`src/rtl/usb_tx_arb_if.sv`:
```
// usb_tx_arb_if -- beat-level transmit stream from the arbiter to the host.
//   master : arbiter side (drives valid/pid/data/len/sop/eop, samples ack)
//   slave  : host side (samples the beat, drives ack)
// A beat transfers on a rising clk edge where host_tx_valid && host_tx_ack.
interface usb_tx_arb_if;
  logic        host_tx_valid;
  logic [3:0]  host_tx_pid;
  logic [7:0]  host_tx_data;
  logic [15:0] host_tx_len;
  logic        host_tx_sop;
  logic        host_tx_eop;
  logic        host_tx_ack;

  modport master (
    output host_tx_valid, host_tx_pid, host_tx_data, host_tx_len,
           host_tx_sop, host_tx_eop,
    input  host_tx_ack
  );

  modport slave (
    input  host_tx_valid, host_tx_pid, host_tx_data, host_tx_len,
           host_tx_sop, host_tx_eop,
    output host_tx_ack
  );
endinterface

```
`src/rtl/usb_tx_arb.sv`:
```
// usb_tx_arb -- two-endpoint USB transmit arbiter.
// Picks one pending endpoint packet, streams its payload to the host one
// byte per accepted beat, then pulses that endpoint's tx_ready.
// Ports:
//   clk, rst           : clock, asynchronous active-high reset
//   epN_tx_req/pid/len : pending packet descriptor from endpoint N
//   epN_tx_byte        : payload byte at tx_rd_idx (combinational from buffer)
//   tx_rd_idx          : shared payload read index
//   epN_tx_ready       : one-cycle pulse when endpoint N's packet is sent
//   host               : beat stream to the host (usb_tx_arb_if.master)
//   busy, grant        : status; grant is one-hot, bit0 = EP0
// Configuration: define USB_TX_ARB_EP0_PRIO_EN for strict EP0 priority;
// otherwise ties are broken round-robin.
module usb_tx_arb #(
  parameter int MAX_LEN = 64,
  parameter int IDX_W   = 6
) (
  input  logic              clk,
  input  logic              rst,
  input  logic              ep0_tx_req,
  input  logic              ep1_tx_req,
  input  logic [3:0]        ep0_tx_pid,
  input  logic [3:0]        ep1_tx_pid,
  input  logic [15:0]       ep0_tx_len,
  input  logic [15:0]       ep1_tx_len,
  input  logic [7:0]        ep0_tx_byte,
  input  logic [7:0]        ep1_tx_byte,
  output logic [IDX_W-1:0]  tx_rd_idx,
  output logic              ep0_tx_ready,
  output logic              ep1_tx_ready,
  usb_tx_arb_if.master      host,
  output logic              busy,
  output logic [1:0]        grant
);

  typedef enum logic [1:0] {IDLE, LOAD, SEND, DONE} state_t;

  localparam logic [15:0] MAX_LEN16 = 16'(MAX_LEN);

  state_t           state_q, state_d;
  logic [1:0]       grant_q, grant_d;
  logic             last_q, last_d;      // 1: EP1 was granted last
  logic [3:0]       pid_q, pid_d;
  logic [15:0]      len_q, len_d;
  logic [IDX_W-1:0] idx_q, idx_d;
  logic             valid_q, valid_d;
  logic             sop_q, sop_d;
  logic             eop_q, eop_d;
  logic             busy_q, busy_d;
  logic [1:0]       rdy_q, rdy_d;

  logic [1:0]  pick;
  logic [3:0]  sel_pid;
  logic [15:0] sel_len, clamp_len, idx_nxt;
  logic        xfer;

  always_comb begin
    pick = 2'b00;
    if (ep0_tx_req && ep1_tx_req) begin
`ifdef USB_TX_ARB_EP0_PRIO_EN
      pick = 2'b01;
`else
      pick = last_q ? 2'b01 : 2'b10;
`endif
    end else if (ep0_tx_req) begin
      pick = 2'b01;
    end else if (ep1_tx_req) begin
      pick = 2'b10;
    end

    sel_pid   = grant_q[1] ? ep1_tx_pid : ep0_tx_pid;
    sel_len   = grant_q[1] ? ep1_tx_len : ep0_tx_len;
    clamp_len = (sel_len > MAX_LEN16) ? MAX_LEN16 : sel_len;
    xfer      = valid_q && host.host_tx_ack;
    idx_nxt   = 16'(idx_q) + 16'd1;

    state_d = state_q;
    grant_d = grant_q;
    last_d  = last_q;
    pid_d   = pid_q;
    len_d   = len_q;
    idx_d   = idx_q;
    valid_d = valid_q;
    sop_d   = sop_q;
    eop_d   = eop_q;
    busy_d  = busy_q;
    rdy_d   = 2'b00;

    case (state_q)
      IDLE: begin
        if (|pick) begin
          grant_d = pick;
          busy_d  = 1'b1;
          state_d = LOAD;
        end
      end
      LOAD: begin
        pid_d   = sel_pid;
        len_d   = clamp_len;
        idx_d   = '0;
        valid_d = 1'b1;
        sop_d   = 1'b1;
        // zero-length packets are a single sop+eop beat
        eop_d   = (clamp_len <= 16'd1);
        state_d = SEND;
      end
      SEND: begin
        if (xfer) begin
          if (eop_q) begin
            valid_d = 1'b0;
            sop_d   = 1'b0;
            eop_d   = 1'b0;
            rdy_d   = grant_q;        // high for the whole DONE cycle
            state_d = DONE;
          end else begin
            idx_d = idx_q + 1'b1;
            sop_d = 1'b0;
            eop_d = (idx_nxt == len_q - 16'd1);
          end
        end
      end
      DONE: begin
        last_d  = grant_q[1];
        grant_d = 2'b00;
        busy_d  = 1'b0;
        state_d = IDLE;
      end
      default: state_d = IDLE;
    endcase
  end

  always_ff @(posedge clk or posedge rst) begin
    if (rst) begin
      state_q <= IDLE;
      grant_q <= 2'b00;
      last_q  <= 1'b1;
      pid_q   <= '0;
      len_q   <= '0;
      idx_q   <= '0;
      valid_q <= 1'b0;
      sop_q   <= 1'b0;
      eop_q   <= 1'b0;
      busy_q  <= 1'b0;
      rdy_q   <= 2'b00;
    end else begin
      state_q <= state_d;
      grant_q <= grant_d;
      last_q  <= last_d;
      pid_q   <= pid_d;
      len_q   <= len_d;
      idx_q   <= idx_d;
      valid_q <= valid_d;
      sop_q   <= sop_d;
      eop_q   <= eop_d;
      busy_q  <= busy_d;
      rdy_q   <= rdy_d;
    end
  end

  // Payload byte comes straight from the endpoint buffer, so it follows
  // tx_rd_idx (held while ack is low); forced to 0 outside SEND and for ZLPs.
  always_comb begin
    host.host_tx_data = 8'h00;
    if (state_q == SEND && len_q != 16'd0)
      host.host_tx_data = grant_q[1] ? ep1_tx_byte : ep0_tx_byte;
  end

  assign host.host_tx_valid = valid_q;
  assign host.host_tx_pid   = pid_q;
  assign host.host_tx_len   = len_q;
  assign host.host_tx_sop   = sop_q;
  assign host.host_tx_eop   = eop_q;
  assign tx_rd_idx          = idx_q;
  assign ep0_tx_ready       = rdy_q[0];
  assign ep1_tx_ready       = rdy_q[1];
  assign busy               = busy_q;
  assign grant              = grant_q;

endmodule
```
`src/flat_wrapper.sv`:
```
// flat-port wrapper written by rule: the top's interface ports become plain ports
module usb_tx_arb_flat 
#(
  parameter int MAX_LEN = 64,
  parameter int IDX_W   = 6
)
  (clk, rst, ep0_tx_req, ep1_tx_req, ep0_tx_pid, ep1_tx_pid, ep0_tx_len, ep1_tx_len, ep0_tx_byte, ep1_tx_byte, tx_rd_idx, ep0_tx_ready, ep1_tx_ready, busy, grant, host_host_tx_valid, host_host_tx_pid, host_host_tx_data, host_host_tx_len, host_host_tx_sop, host_host_tx_eop, host_host_tx_ack);
  usb_tx_arb_if host_i ();
  input  logic clk;
  input  logic rst;
  input  logic ep0_tx_req;
  input  logic ep1_tx_req;
  input  logic [3:0] ep0_tx_pid;
  input  logic [3:0] ep1_tx_pid;
  input  logic [15:0] ep0_tx_len;
  input  logic [15:0] ep1_tx_len;
  input  logic [7:0] ep0_tx_byte;
  input  logic [7:0] ep1_tx_byte;
  output logic [IDX_W-1:0] tx_rd_idx;
  output logic ep0_tx_ready;
  output logic ep1_tx_ready;
  output logic busy;
  output logic [1:0] grant;
  output wire logic [$bits(host_i.host_tx_valid)-1:0] host_host_tx_valid;
  output wire logic [$bits(host_i.host_tx_pid)-1:0] host_host_tx_pid;
  output wire logic [$bits(host_i.host_tx_data)-1:0] host_host_tx_data;
  output wire logic [$bits(host_i.host_tx_len)-1:0] host_host_tx_len;
  output wire logic [$bits(host_i.host_tx_sop)-1:0] host_host_tx_sop;
  output wire logic [$bits(host_i.host_tx_eop)-1:0] host_host_tx_eop;
  input wire logic [$bits(host_i.host_tx_ack)-1:0] host_host_tx_ack;
  assign host_host_tx_valid = host_i.host_tx_valid;
  assign host_host_tx_pid = host_i.host_tx_pid;
  assign host_host_tx_data = host_i.host_tx_data;
  assign host_host_tx_len = host_i.host_tx_len;
  assign host_host_tx_sop = host_i.host_tx_sop;
  assign host_host_tx_eop = host_i.host_tx_eop;
  assign host_i.host_tx_ack = host_host_tx_ack;
  usb_tx_arb #(.MAX_LEN(MAX_LEN), .IDX_W(IDX_W)) u_core (.clk(clk), .rst(rst), .ep0_tx_req(ep0_tx_req), .ep1_tx_req(ep1_tx_req), .ep0_tx_pid(ep0_tx_pid), .ep1_tx_pid(ep1_tx_pid), .ep0_tx_len(ep0_tx_len), .ep1_tx_len(ep1_tx_len), .ep0_tx_byte(ep0_tx_byte), .ep1_tx_byte(ep1_tx_byte), .tx_rd_idx(tx_rd_idx), .ep0_tx_ready(ep0_tx_ready), .ep1_tx_ready(ep1_tx_ready), .host(host_i), .busy(busy), .grant(grant));
endmodule
```
`config.mk`:
```
export PLATFORM = sky130hd
export DESIGN_NAME = usb_tx_arb_flat
export DESIGN_NICKNAME = d
export VERILOG_FILES = /design/src/rtl/usb_tx_arb_if.sv /design/src/rtl/usb_tx_arb.sv /design/src/flat_wrapper.sv
export SDC_FILE = /design/constraint.sdc
export NUM_CORES = 1
export LEC_CHECK = 0
export CELL_PAD_IN_SITES_DETAIL_PLACEMENT = 1
export CELL_PAD_IN_SITES_GLOBAL_PLACEMENT = 1
export CORE_MARGIN = 5
export CORE_UTILIZATION = 33
export DETAILED_ROUTE_END_ITERATION = 7
export HOLD_SLACK_MARGIN = 0.03
export MAX_ROUTING_LAYER = met4
export PLACE_DENSITY_LB_ADDON = 0.1
export REMOVE_ABC_BUFFERS = 1
export SETUP_SLACK_MARGIN = 0.1
export SLEW_MARGIN = 20
export SYNTH_ARGS = -nofsm -noshare
export SYNTH_HDL_FRONTEND = slang
export SYNTH_SLANG_ARGS = --single-unit
```
`constraint.sdc`:
```
create_clock -name clk -period 4.2 [get_ports clk]
set_input_delay 0.42 -clock clk [delete_from_list [all_inputs] [get_ports clk]]
set_output_delay 0.42 -clock clk [all_outputs]
set_load 0.03 [all_outputs]
```
==> flow_metrics.tcl <==
set metrics [dict create \
    ys_ff_latch 37 \
    synth_compound_area_share_pct 15.5 \
    grt_max_degree 38 \
    ys_top_cells_by_area "dfrtp_1, mux2i_1, nor2_1" \
    status "finished clean" \
    hold_end "u_core.host.host_tx_sop" \
    antenna_left 0 \
    vias_per_cell 5.03 \
    leakage_uw 0.00141 \
    drt_pre_antenna_iters 4 \
    synth_ff_type "dfrtp_1" \
    worstHoldPathType "flip-flop to flip-flop" \
    diodes 0 \
    initial_core_util_pct 34.0 \
    fp.dieW_um 93.9 \
    clkSinkCount 37 \
    min_period_ps 3240 \
    async_flop_share_pct 100 \
    clk_pin_slew_worst_paths_ps 80 \
    rsz0062_at_grt "false" \
    yosys_warnings 0 \
    grt_pass1_wl_mm 12.2 \
    setup_viol 0 \
    wl_per_cell_um 16.5 \
    worstRegToRegCells 7 \
    num_vias 2269 \
    reg2reg_slack_ps 1830 \
    grt_pass1_vias 2410 \
    hold_slack_ps 480 \
    core_area_um2 6830 \
    yosys.area_share.xor_xnor_pct 4.15 \
    placed_cells 443 \
    cp.arrival_ps 2820 \
    drv_cap 0 \
    synth_enable_flop_cells 0 \
    peakVddDrop_uv 242 \
    synthCells 252 \
    synthMuxAreaShare_pct 10.0 \
    areaGrowthSynthToFinish_pct 52.2 \
    max_freq_ghz 0.308 \
    yosys.area_share.simple_pct 22.2 \
    drc 0 \
    whs_path_depth 2 \
    regToRegStartpoint "u_core.host.host_tx_len[0]" \
    r2r-end "u_core.host.host_tx_eop" \
    path_max_fanout 8 \
    cts_tree "yes" \
    gp_congestion 0.835 \
    worstHoldStart "u_core.host.host_tx_sop" \
    synth.distinct_cells 52 \
    postLayoutCoreUtil_pct 51.7 \
    finalNetCount 422 \
    crit_type "flip-flop to output pin" \
    stdcell_area_um2 3530 \
    drive_gt1_share_pct 5.63 \
    postCtsHoldBufs 0 \
    ctsResizeCount 0 \
    postCtsSetupBuffers 0 \
    cts_buffers 5 \
    syn_area_um2 2320 \
    placed_area_um2 3440 \
    worst_pin_slew_ps 711 \
    skew_ps 7.42 \
    yosysTopAreaCellShare_pct 38.8 \
    die_h_um 93.9 \
    hold_viol 0 \
    power.density_nw_per_um2 451 \
    slew_viol_final 0 \
    routed_wl_mm 7.46 \
    critical_path.endpoint_type "output pin" \
    clockBufferDepth 2 \
    synth_top_family_by_area "simple AND/OR/NAND/NOR gates" \
    antenna_found_initial 0 \
    fin_cells 451 \
    synth_seq_area_share_pct 39.9 \
    grt_remaining_overflow 0 \
    drt_iter0_drc 66 \
    min_period_over_period_pct 77.2 \
    grtUsageTotal_pct 18.2 \
    insertion_delay_ps 300 \
    num_io_pins 103 \
    cts-root-buf "clkbuf_8" \
    relSlewSlack_pct 52.6 \
    critPathRequiredTime_ps 3780 \
    design.die.area_um2 8810 \
    numPortBuffers 102 \
    num_rows 30 \
    dp_hpwl_mm 5.99 \
    fillers 789 \
    finalSetupTns_ps 0 \
    startpoint_type "flip-flop" \
    synthTopCellsByCount "dfrtp_1, nor2_1, mux2i_1, nand2_1, inv_1" \
    cts_max_level 2 \
    synth_most_common_cell "dfrtp_1" \
    synth_top_area_cell "dfrtp_1" \
    synth_area_per_cell_um2 9.21 \
    synth_fa_ha_area_share_pct 3.77 \
]
-- registers in the layout, indices dropped and copies added (netlist names) --
signal / cells
u_core.host.host_tx_len: 16
u_core.last_q: 1
u_core.host.host_tx_pid: 4
u_core.host.host_tx_valid: 1
u_core.host.host_tx_sop: 1
u_core.state_q: 2
u_core.grant: 2
u_core.busy: 1
u_core.host.host_tx_eop: 1
u_core.rdy_q: 2
u_core.tx_rd_idx: 6
-- kinds of logic (layout without fill, tap and decap cells) --
group / after synthesis / count (layout)
AO/OA/AOI/OAI: 52 / 52
adder cells (fa/ha/maj): 7 / 7
multiplexers: 23 / 23
XOR/XNOR: 11 / 11
buffers and inverters: 25 / 128
AND/OR/NAND/NOR: 97 / 97
flip-flops: 37 / 37
-- area by class of cell --
class                           count  area, um^2  area share [%]
Timing Repair Buffer              106        1050            29.8
Tap cell                           96         120            3.40
Sequential cell                    37         927            26.2
Clock buffer                        8        90.1            2.55
Multi-Input combinational cell    190        1290            36.6
Inverter                           14        52.6            1.49
-- worst max path at each step --
stage / endpoint / from / depth (start not counted)
after global placement: host_host_tx_data[0] / u_core.host.host_tx_len[3] / 5
after CTS: host_host_tx_data[0] / u_core.host.host_tx_len[3] / 5
after detailed placement: host_host_tx_data[0] / u_core.host.host_tx_len[3] / 5
after global routing: host_host_tx_data[4] / u_core.host.host_tx_len[3] / 5
final: host_host_tx_data[0] / u_core.host.host_tx_len[3] / 5
after floorplan: u_core.host.host_tx_eop / u_core.tx_rd_idx[0] / 6
-- where the power goes --
part | switching [uW] | internal, uW | total [uW] | leakage, uW
Combinational | 473 | 366 | 839 | 0.000884
Clock | 131 | 134 | 265 | 0.0000455
Sequential | 71.6 | 418 | 490 | 0.000478
Total | 676 | 918 | 1590 | 0.00141
-- placed cells by master (no fill, tap or decap), types with 2 or more instances in the layout --
cell type / instances
nand2_1: 21
o31ai_1: 4
mux2i_1: 21
and4_1: 2
nand3_1: 7
o2bb2ai_1: 2
nand4_1: 2
nor3_1: 4
a2111oi_0: 2
clkbuf_8: 6
nor3b_1: 2
a21oi_1: 11
nor2b_1: 10
ha_1: 7
o22ai_1: 6
nor4_2: 2
dfrtp_1: 36
o21ai_0: 10
xnor2_1: 9
a22o_1: 2
clkdlybuf4s50_1: 102
and2_1: 3
buf_4: 4
nand2b_1: 2
mux2_2: 2
inv_1: 14
clkbuf_1: 2
nor2_1: 26
or4_1: 3
nor4_1: 6
a32o_1: 3
xor2_1: 2
-- metal layers --
metal / share of wire, % / vias up / GRT usage [%] / wire [um]
met1: 45 / 1106 / 22.3 / 3330
met3: 4.4 / 6 / 5.29 / 327
met5: 0 / - / - / 0
met2: 50 / 46 / 30.0 / 3750
li1: - / 1111 / - / -
met4: 0.68 / 0 / 3.37 / 51
-- worst max-delay path: stages (launching register included) --
cell	delay, ps
dfrtp_1	450
nor4_2	580
nand2_1	210
o21ai_1	560
nor2_1	120
clkdlybuf4s50_1	620
-- metrics by stage --
stage / power [uW] / setup slack (ps)
final: 1590 / 957
after global routing: 1700 / 763
after CTS: 1610 / 975
after detailed placement: 1350 / 1320
after global placement: 1330 / 1390
after floorplan: 1000 / 1960
No activity file was read; power rests on OpenSTA's default activity.
